### src/rtl/rr_arb_mux_pkg.sv
// rr_mux_pkg: shared types, defaults and index helpers for rr_arb_mux
package rr_mux_pkg;
  typedef enum logic {EMPTY, FULL} ostate_e;
  localparam int DEF_N = 4;
  localparam int DEF_W = 8;
  localparam int DEF_RST_PTR = DEF_N - 1;
  function automatic int idx_w(input int n);
    return (n < 2) ? 1 : $clog2(n);
  endfunction
  function automatic int next_idx(input int ptr, input int n);
    return (ptr >= n - 1) ? 0 : ptr + 1;
  endfunction
endpackage

### src/rtl/rr_arb_mux_if.sv
// rr_arb_mux_if: channel/consumer bundle; slave is the mux side, master the environment side
interface rr_arb_mux_if import rr_mux_pkg::*; #(parameter int N = DEF_N, parameter int W = DEF_W);
  localparam int SELW = idx_w(N);
  logic [N*W-1:0] in_data;
  logic [N-1:0] in_valid;
  logic [N-1:0] in_last;
  logic [N-1:0] in_ready;
  logic [W-1:0] out_data;
  logic [SELW-1:0] out_sel;
  logic out_last;
  logic out_valid;
  logic out_ready;
  modport slave(input in_data, in_valid, in_last, out_ready, output in_ready, out_data, out_sel, out_last, out_valid);
  modport master(output in_data, in_valid, in_last, out_ready, input in_ready, out_data, out_sel, out_last, out_valid);
endinterface

### src/rtl/rr_arb_mux_arbiter.sv
// rr_arbiter: combinational round-robin grant, scanning from ptr+1 modulo N; a held lock overrides the scan
module rr_arbiter import rr_mux_pkg::*; #(parameter int N = DEF_N) (
  input  logic [N-1:0]          req,
  input  logic [idx_w(N)-1:0]   ptr,
  input  logic                  lock,
  input  logic [idx_w(N)-1:0]   lock_idx,
  output logic [N-1:0]          grant_oh,
  output logic [idx_w(N)-1:0]   grant_idx
);
  localparam int SELW = idx_w(N);
  always_comb begin
    logic [SELW-1:0] idx;
    logic found;
    grant_oh = '0;
    grant_idx = lock_idx;
    found = lock;
    idx = ptr;
    if (lock) grant_oh[lock_idx] = req[lock_idx];
    for (int k = 0; k < N; k++) begin
      idx = SELW'(next_idx(int'(idx), N));
      if (!found && req[idx]) begin
        grant_oh[idx] = 1'b1;
        grant_idx = idx;
        found = 1'b1;
      end
    end
  end
endmodule

### src/rtl/rr_arb_mux.sv
// rr_arb_mux: N-channel round-robin arbitrated mux with a registered, pass-through-ready output stage.
// Define RR_ARB_LOCK_EN to keep the grant on one channel for a whole packet (until in_last).
module rr_arb_mux import rr_mux_pkg::*; #(parameter int N = DEF_N, parameter int W = DEF_W) (
  input logic          clk,
  input logic          rst,
  rr_arb_mux_if.slave  bus
);
  localparam int SELW = idx_w(N);
  ostate_e state_q, state_d;
  logic [W-1:0] data_q, data_d;
  logic [SELW-1:0] sel_q, sel_d, ptr_q, ptr_d, grant_idx, lock_idx;
  logic last_q, last_d, lock, load, xfer, beat_last, ptr_upd;
  logic [N-1:0] grant_oh;
  logic [W-1:0] ch_data [N];
  rr_arbiter #(.N(N)) u_arb (
    .req(bus.in_valid), .ptr(ptr_q), .lock(lock), .lock_idx(lock_idx),
    .grant_oh(grant_oh), .grant_idx(grant_idx)
  );
  assign load = state_q == EMPTY || bus.out_ready;
  // gated by rst so nothing is accepted while the output stage is held in reset
  assign bus.in_ready = (load && !rst) ? grant_oh : '0;
  assign xfer = |bus.in_ready;
`ifdef RR_ARB_LOCK_EN
  logic lock_q, lock_d;
  logic [SELW-1:0] lock_idx_q, lock_idx_d;
  assign beat_last = bus.in_last[grant_idx];
  assign lock = lock_q;
  assign lock_idx = lock_idx_q;
  assign ptr_upd = xfer && beat_last;
  always_comb begin
    lock_d = xfer ? !beat_last : lock_q;
    lock_idx_d = xfer ? grant_idx : lock_idx_q;
  end
  always_ff @(posedge clk or posedge rst) begin
    if (rst) begin
      lock_q <= 1'b0;
      lock_idx_q <= '0;
    end else begin
      lock_q <= lock_d;
      lock_idx_q <= lock_idx_d;
    end
  end
`else
  logic unused_last;
  assign unused_last = ^bus.in_last;
  assign beat_last = 1'b0;
  assign lock = 1'b0;
  assign lock_idx = '0;
  assign ptr_upd = xfer;
`endif
  always_comb begin
    for (int i = 0; i < N; i++) ch_data[i] = bus.in_data[i*W +: W];
  end
  always_comb begin
    state_d = load ? (xfer ? FULL : EMPTY) : state_q;
    data_d = xfer ? ch_data[grant_idx] : data_q;
    sel_d = xfer ? grant_idx : sel_q;
    last_d = xfer ? beat_last : last_q;
    ptr_d = ptr_upd ? grant_idx : ptr_q;
  end
  always_ff @(posedge clk or posedge rst) begin
    if (rst) begin
      state_q <= EMPTY;
      data_q <= '0;
      sel_q <= '0;
      last_q <= 1'b0;
      ptr_q <= SELW'(N - 1);
    end else begin
      state_q <= state_d;
      data_q <= data_d;
      sel_q <= sel_d;
      last_q <= last_d;
      ptr_q <= ptr_d;
    end
  end
  assign bus.out_valid = state_q == FULL;
  assign bus.out_data = data_q;
  assign bus.out_sel = sel_q;
  assign bus.out_last = last_q;
endmodule
### src/flat_wrapper.sv
// flat-port wrapper written by rule: the top's interface ports become plain ports
module rr_arb_mux_flat import rr_mux_pkg::*;
#(parameter int N = DEF_N, parameter int W = DEF_W)
  (clk, rst, bus_in_data, bus_in_valid, bus_in_last, bus_out_ready, bus_in_ready, bus_out_data, bus_out_sel, bus_out_last, bus_out_valid);
  rr_arb_mux_if #(.N(N), .W(W)) bus_i ();
  input logic clk;
  input logic rst;
  input wire logic [$bits(bus_i.in_data)-1:0] bus_in_data;
  input wire logic [$bits(bus_i.in_valid)-1:0] bus_in_valid;
  input wire logic [$bits(bus_i.in_last)-1:0] bus_in_last;
  input wire logic [$bits(bus_i.out_ready)-1:0] bus_out_ready;
  output wire logic [$bits(bus_i.in_ready)-1:0] bus_in_ready;
  output wire logic [$bits(bus_i.out_data)-1:0] bus_out_data;
  output wire logic [$bits(bus_i.out_sel)-1:0] bus_out_sel;
  output wire logic [$bits(bus_i.out_last)-1:0] bus_out_last;
  output wire logic [$bits(bus_i.out_valid)-1:0] bus_out_valid;
  assign bus_i.in_data = bus_in_data;
  assign bus_i.in_valid = bus_in_valid;
  assign bus_i.in_last = bus_in_last;
  assign bus_i.out_ready = bus_out_ready;
  assign bus_in_ready = bus_i.in_ready;
  assign bus_out_data = bus_i.out_data;
  assign bus_out_sel = bus_i.out_sel;
  assign bus_out_last = bus_i.out_last;
  assign bus_out_valid = bus_i.out_valid;
  rr_arb_mux #(.N(N), .W(W)) u_core (.clk(clk), .rst(rst), .bus(bus_i));
endmodule
### config.mk
export PLATFORM = sky130hd
export DESIGN_NAME = rr_arb_mux_flat
export DESIGN_NICKNAME = d
export VERILOG_FILES = /design/src/rtl/rr_arb_mux_pkg.sv /design/src/rtl/rr_arb_mux_if.sv /design/src/rtl/rr_arb_mux_arbiter.sv /design/src/rtl/rr_arb_mux.sv /design/src/flat_wrapper.sv
export SDC_FILE = /design/constraint.sdc
export NUM_CORES = 1
export LEC_CHECK = 0
export ABC_AREA = 1
export CORE_UTILIZATION = 45
export DETAILED_ROUTE_END_ITERATION = 6
export GPL_ROUTABILITY_DRIVEN = 0
export PLACE_DENSITY_LB_ADDON = 0.05
export SYNTH_ARGS = -nofsm -noshare
export SYNTH_HDL_FRONTEND = slang
export SYNTH_SLANG_ARGS = --single-unit
### constraint.sdc
create_clock -name clk -period 3.48 [get_ports clk]
set_clock_uncertainty 0.2 [all_clocks]
set_input_delay 0.348 -clock clk [delete_from_list [all_inputs] [get_ports clk]]
set_output_delay 0.348 -clock clk [all_outputs]
set_load 0.02 [all_outputs]
==> results.cfg <==
[global_route]
grt_pass1_vias = 1402
gr-total-overflow = 0
grt_pass1_wl_mm = 6.14
track_usage_pct = 21.5
grt_start_max_net_pins = 18
antenna_found_initial = 0

[route]
drc = 0
vias_per_cell = 4.78
vias = 1677
wl_per_cell_um = 10.5
drtIter0Drc = 98
ant_nets = 0
first_pass_iters = 4
routed_wl_mm = 3.70

[placement]
dp_hpwl_mm = 2.93
portBuffers = 53
dpl_cell_area_sq_um = 2080
dp_cells = 347

[critical_path]
slowest_stage = dfstp_2
crit_buf_inv = 5
r2r-start = u_core.ptr_q[1]
critical_path_class = flip-flop to output port
start_kind = flip-flop
reg2reg_to = u_core.bus.out_data[1]
r2r_cells = 14
crit_start = u_core.ptr_q[0]
worstPathCellList = inv_2, ha_2, inv_2, nand2_1, nand2_1, nand2_1, nand2_2, nand3_2, inv_2, nand3_1, nand2_1, nand2_1, inv_1, dlygate4sd2_1
cp_max_fo = 8
crit_path_frequent_cell = nand2_1
worst_ep_arrival_time_ns = 2.68
endpoint_kind = output port
regToRegSetupSlack_ns = 0.52
cpPeakStageDelay_ns = 0.61
crit_family = buffers and inverters
critPathRequiredTime_ns = 2.93
path_depth = 14
cp-endpoint = bus_in_ready[1]

[clock_network]
clk_pin_slew_ns = 0.07
post_cts_resized = 3
clk_latency_ns = 0.26
cts_buffer_depth = 2
cts_tree = done
cts_max_level = 1
cts_root_buf = clkbuf_4
cts_made_buffers = 3
cts_setup_buffers = 0
clock-sinks = 13
postCtsHoldBufs = 0

[yosys]
synth_commonest_cells = 111 x nand2_1, 31 x nand3_1, 28 x inv_1
synth_top_area_cell = nand2_1
yosys.area_share.simple_pct = 58.7
yosysWarnings = 0
ys_ff_latch = 13
synth_area_leaders = nand2_1 27%, dfrtp_1 18%, nand3_1 10%
dominantRegCellSynth = dfrtp_1
yosysMostFrequentCell = nand2_1
yosys.area_share.adder_pct = 5.62
synth_fp_nets = 307
synthArstFlopShare_pct = 100
syn-instance-count = 257
yosys.area_share.xor_xnor_pct = 0
synth_top_family_by_area = simple AND/OR/NAND/NOR gates
syn_area_sq_um = 1560
synthDistinctLibCells = 24
syn_avg_cell_area_sq_um = 6.06
synth_edf_count = 0
synth-compound-area-share_pct = 1.85
ys_seq_area_share_pct = 21.0
synth_top_area_share_pct = 26.7
synth_mux_area_share_pct = 0

[timing]
finalHoldViolCount = 0
fin_crit_ns = 3.23
rsz0062_at_grt = no
setup_viol = 0
hold_slack_ns = 0.222
final_max_slew_viol_count = 0
min_period_over_period_pct = 92.7
fmax_ghz = 0.310
setup-tns-final_ns = 0

[layout]
layout.cells.non_filler = 351
layout-drive-gt1-share_pct = 11.7
fin_area_sq_um = 2120
num-nets-final = 358
diodes = 0
fillers = 330
area_growth_pct = 35.9

[floorplan]
core_area_sq_um = 3180
die_y_um = 60.8
num_rows = 20
die_w_um = 60.8
io_pins = 59
initial_core_util_pct = 49.0
die_area_sq_um = 3700

[worst_hold_path]
hp-class = input port to asynchronous set/reset pin

[outcome]
status = complete, no violations

[job]
drv_cap = 0
-- cells in the final DEF, fill, tap and decap left out, types with 3 or more instances in the layout --
cell type / netlist / routed
nand2_1: 111 / 111
clkdlybuf4s50_1: 0 / 49
nand3_1: 31 / 31
inv_1: 28 / 28
nand3b_1: 14 / 14
nor2_1: 12 / 12
dfrtp_1: 11 / 11
nand2_2: 9 / 9
inv_2: 6 / 6
ha_1: 7 / 5
nand3_2: 4 / 4
nand2_4: 3 / 3
clkbuf_4: 0 / 3
-- metal layers --
metal | track usage (%) | wire length, um | up-vias
met1 | 30.0 | 1860 | 736
met5 | 0 | 0 | -
met4 | 2.92 | 0 | 0
met2 | 36.3 | 1680 | 51
li1 | - | - | 890
met3 | 2.77 | 161 | 0
-- flip-flops by register name, indices dropped and copies added (netlist names) --
name and cells:
u_core.bus.out_data 8, u_core.ptr_q 2, u_core.bus.out_sel 2, u_core.bus.out_valid 1
-- stage by stage --
step	setup slack, ns	utilization, %
after floorplan	0.894	-
after global placement	0.234	65.6
after detailed placement	0.198	65.6
after CTS	0.0223	66.4
after global routing	0.0288	66.6
final	0.254	66.6
-- worst register-to-register path, stage by stage, from the launching register on --
cell	delay, ns
dfstp_2	0.61
inv_1	0.10
ha_2	0.43
inv_2	0.10
nand2_1	0.07
nand2_1	0.11
o21ai_2	0.31
nand4_4	0.30
nand2_4	0.28
nand2_1	0.07
nand2_1	0.06
nand2_1	0.04
nand2_1	0.10
nand2_1	0.07
nand2_1	0.06
-- kinds of logic (layout without fill, tap and decap cells) --
kind of cell / Yosys count / count (layout)
simple gates: 189 / 189
other cells: 1 / 1
compound gates: 5 / 5
buf+inv: 42 / 92
fa+ha+maj: 7 / 7
flops: 13 / 13
-- final cells by class --
cell class	instances	area [sq um]	share of cell area, %
Clock buffer	4	26.3	1.24
Inverter	34	128	6.03
Multi-Input combinational cell	202	1040	49.1
Sequential cell	13	328	15.5
Tap cell	44	55.1	2.60
Timing Repair Buffer	54	541	25.5
-- worst min-delay path by stage --
stage / startpoint / endpoint / slack (ns) / cells past startpoint
3_5_place_dp: u_core.bus.out_data[6] / u_core.bus.out_data[6] / 0.26 / 2
6_report: rst / u_core.bus.out_sel[1] / 0.22 / 2
4_1_cts: rst / u_core.bus.out_sel[1] / 0.24 / 2
3_3_place_gp: u_core.bus.out_data[6] / u_core.bus.out_data[6] / 0.26 / 2
5_1_grt: rst / u_core.bus.out_data[0] / 0.26 / 2
2_1_floorplan: rst / u_core.bus.out_data[0] / 0.02 / 1
Power is left out: the tool's default activity adds up to more than one toggle a clock period on the data nets, which glitch-free logic cannot reach.
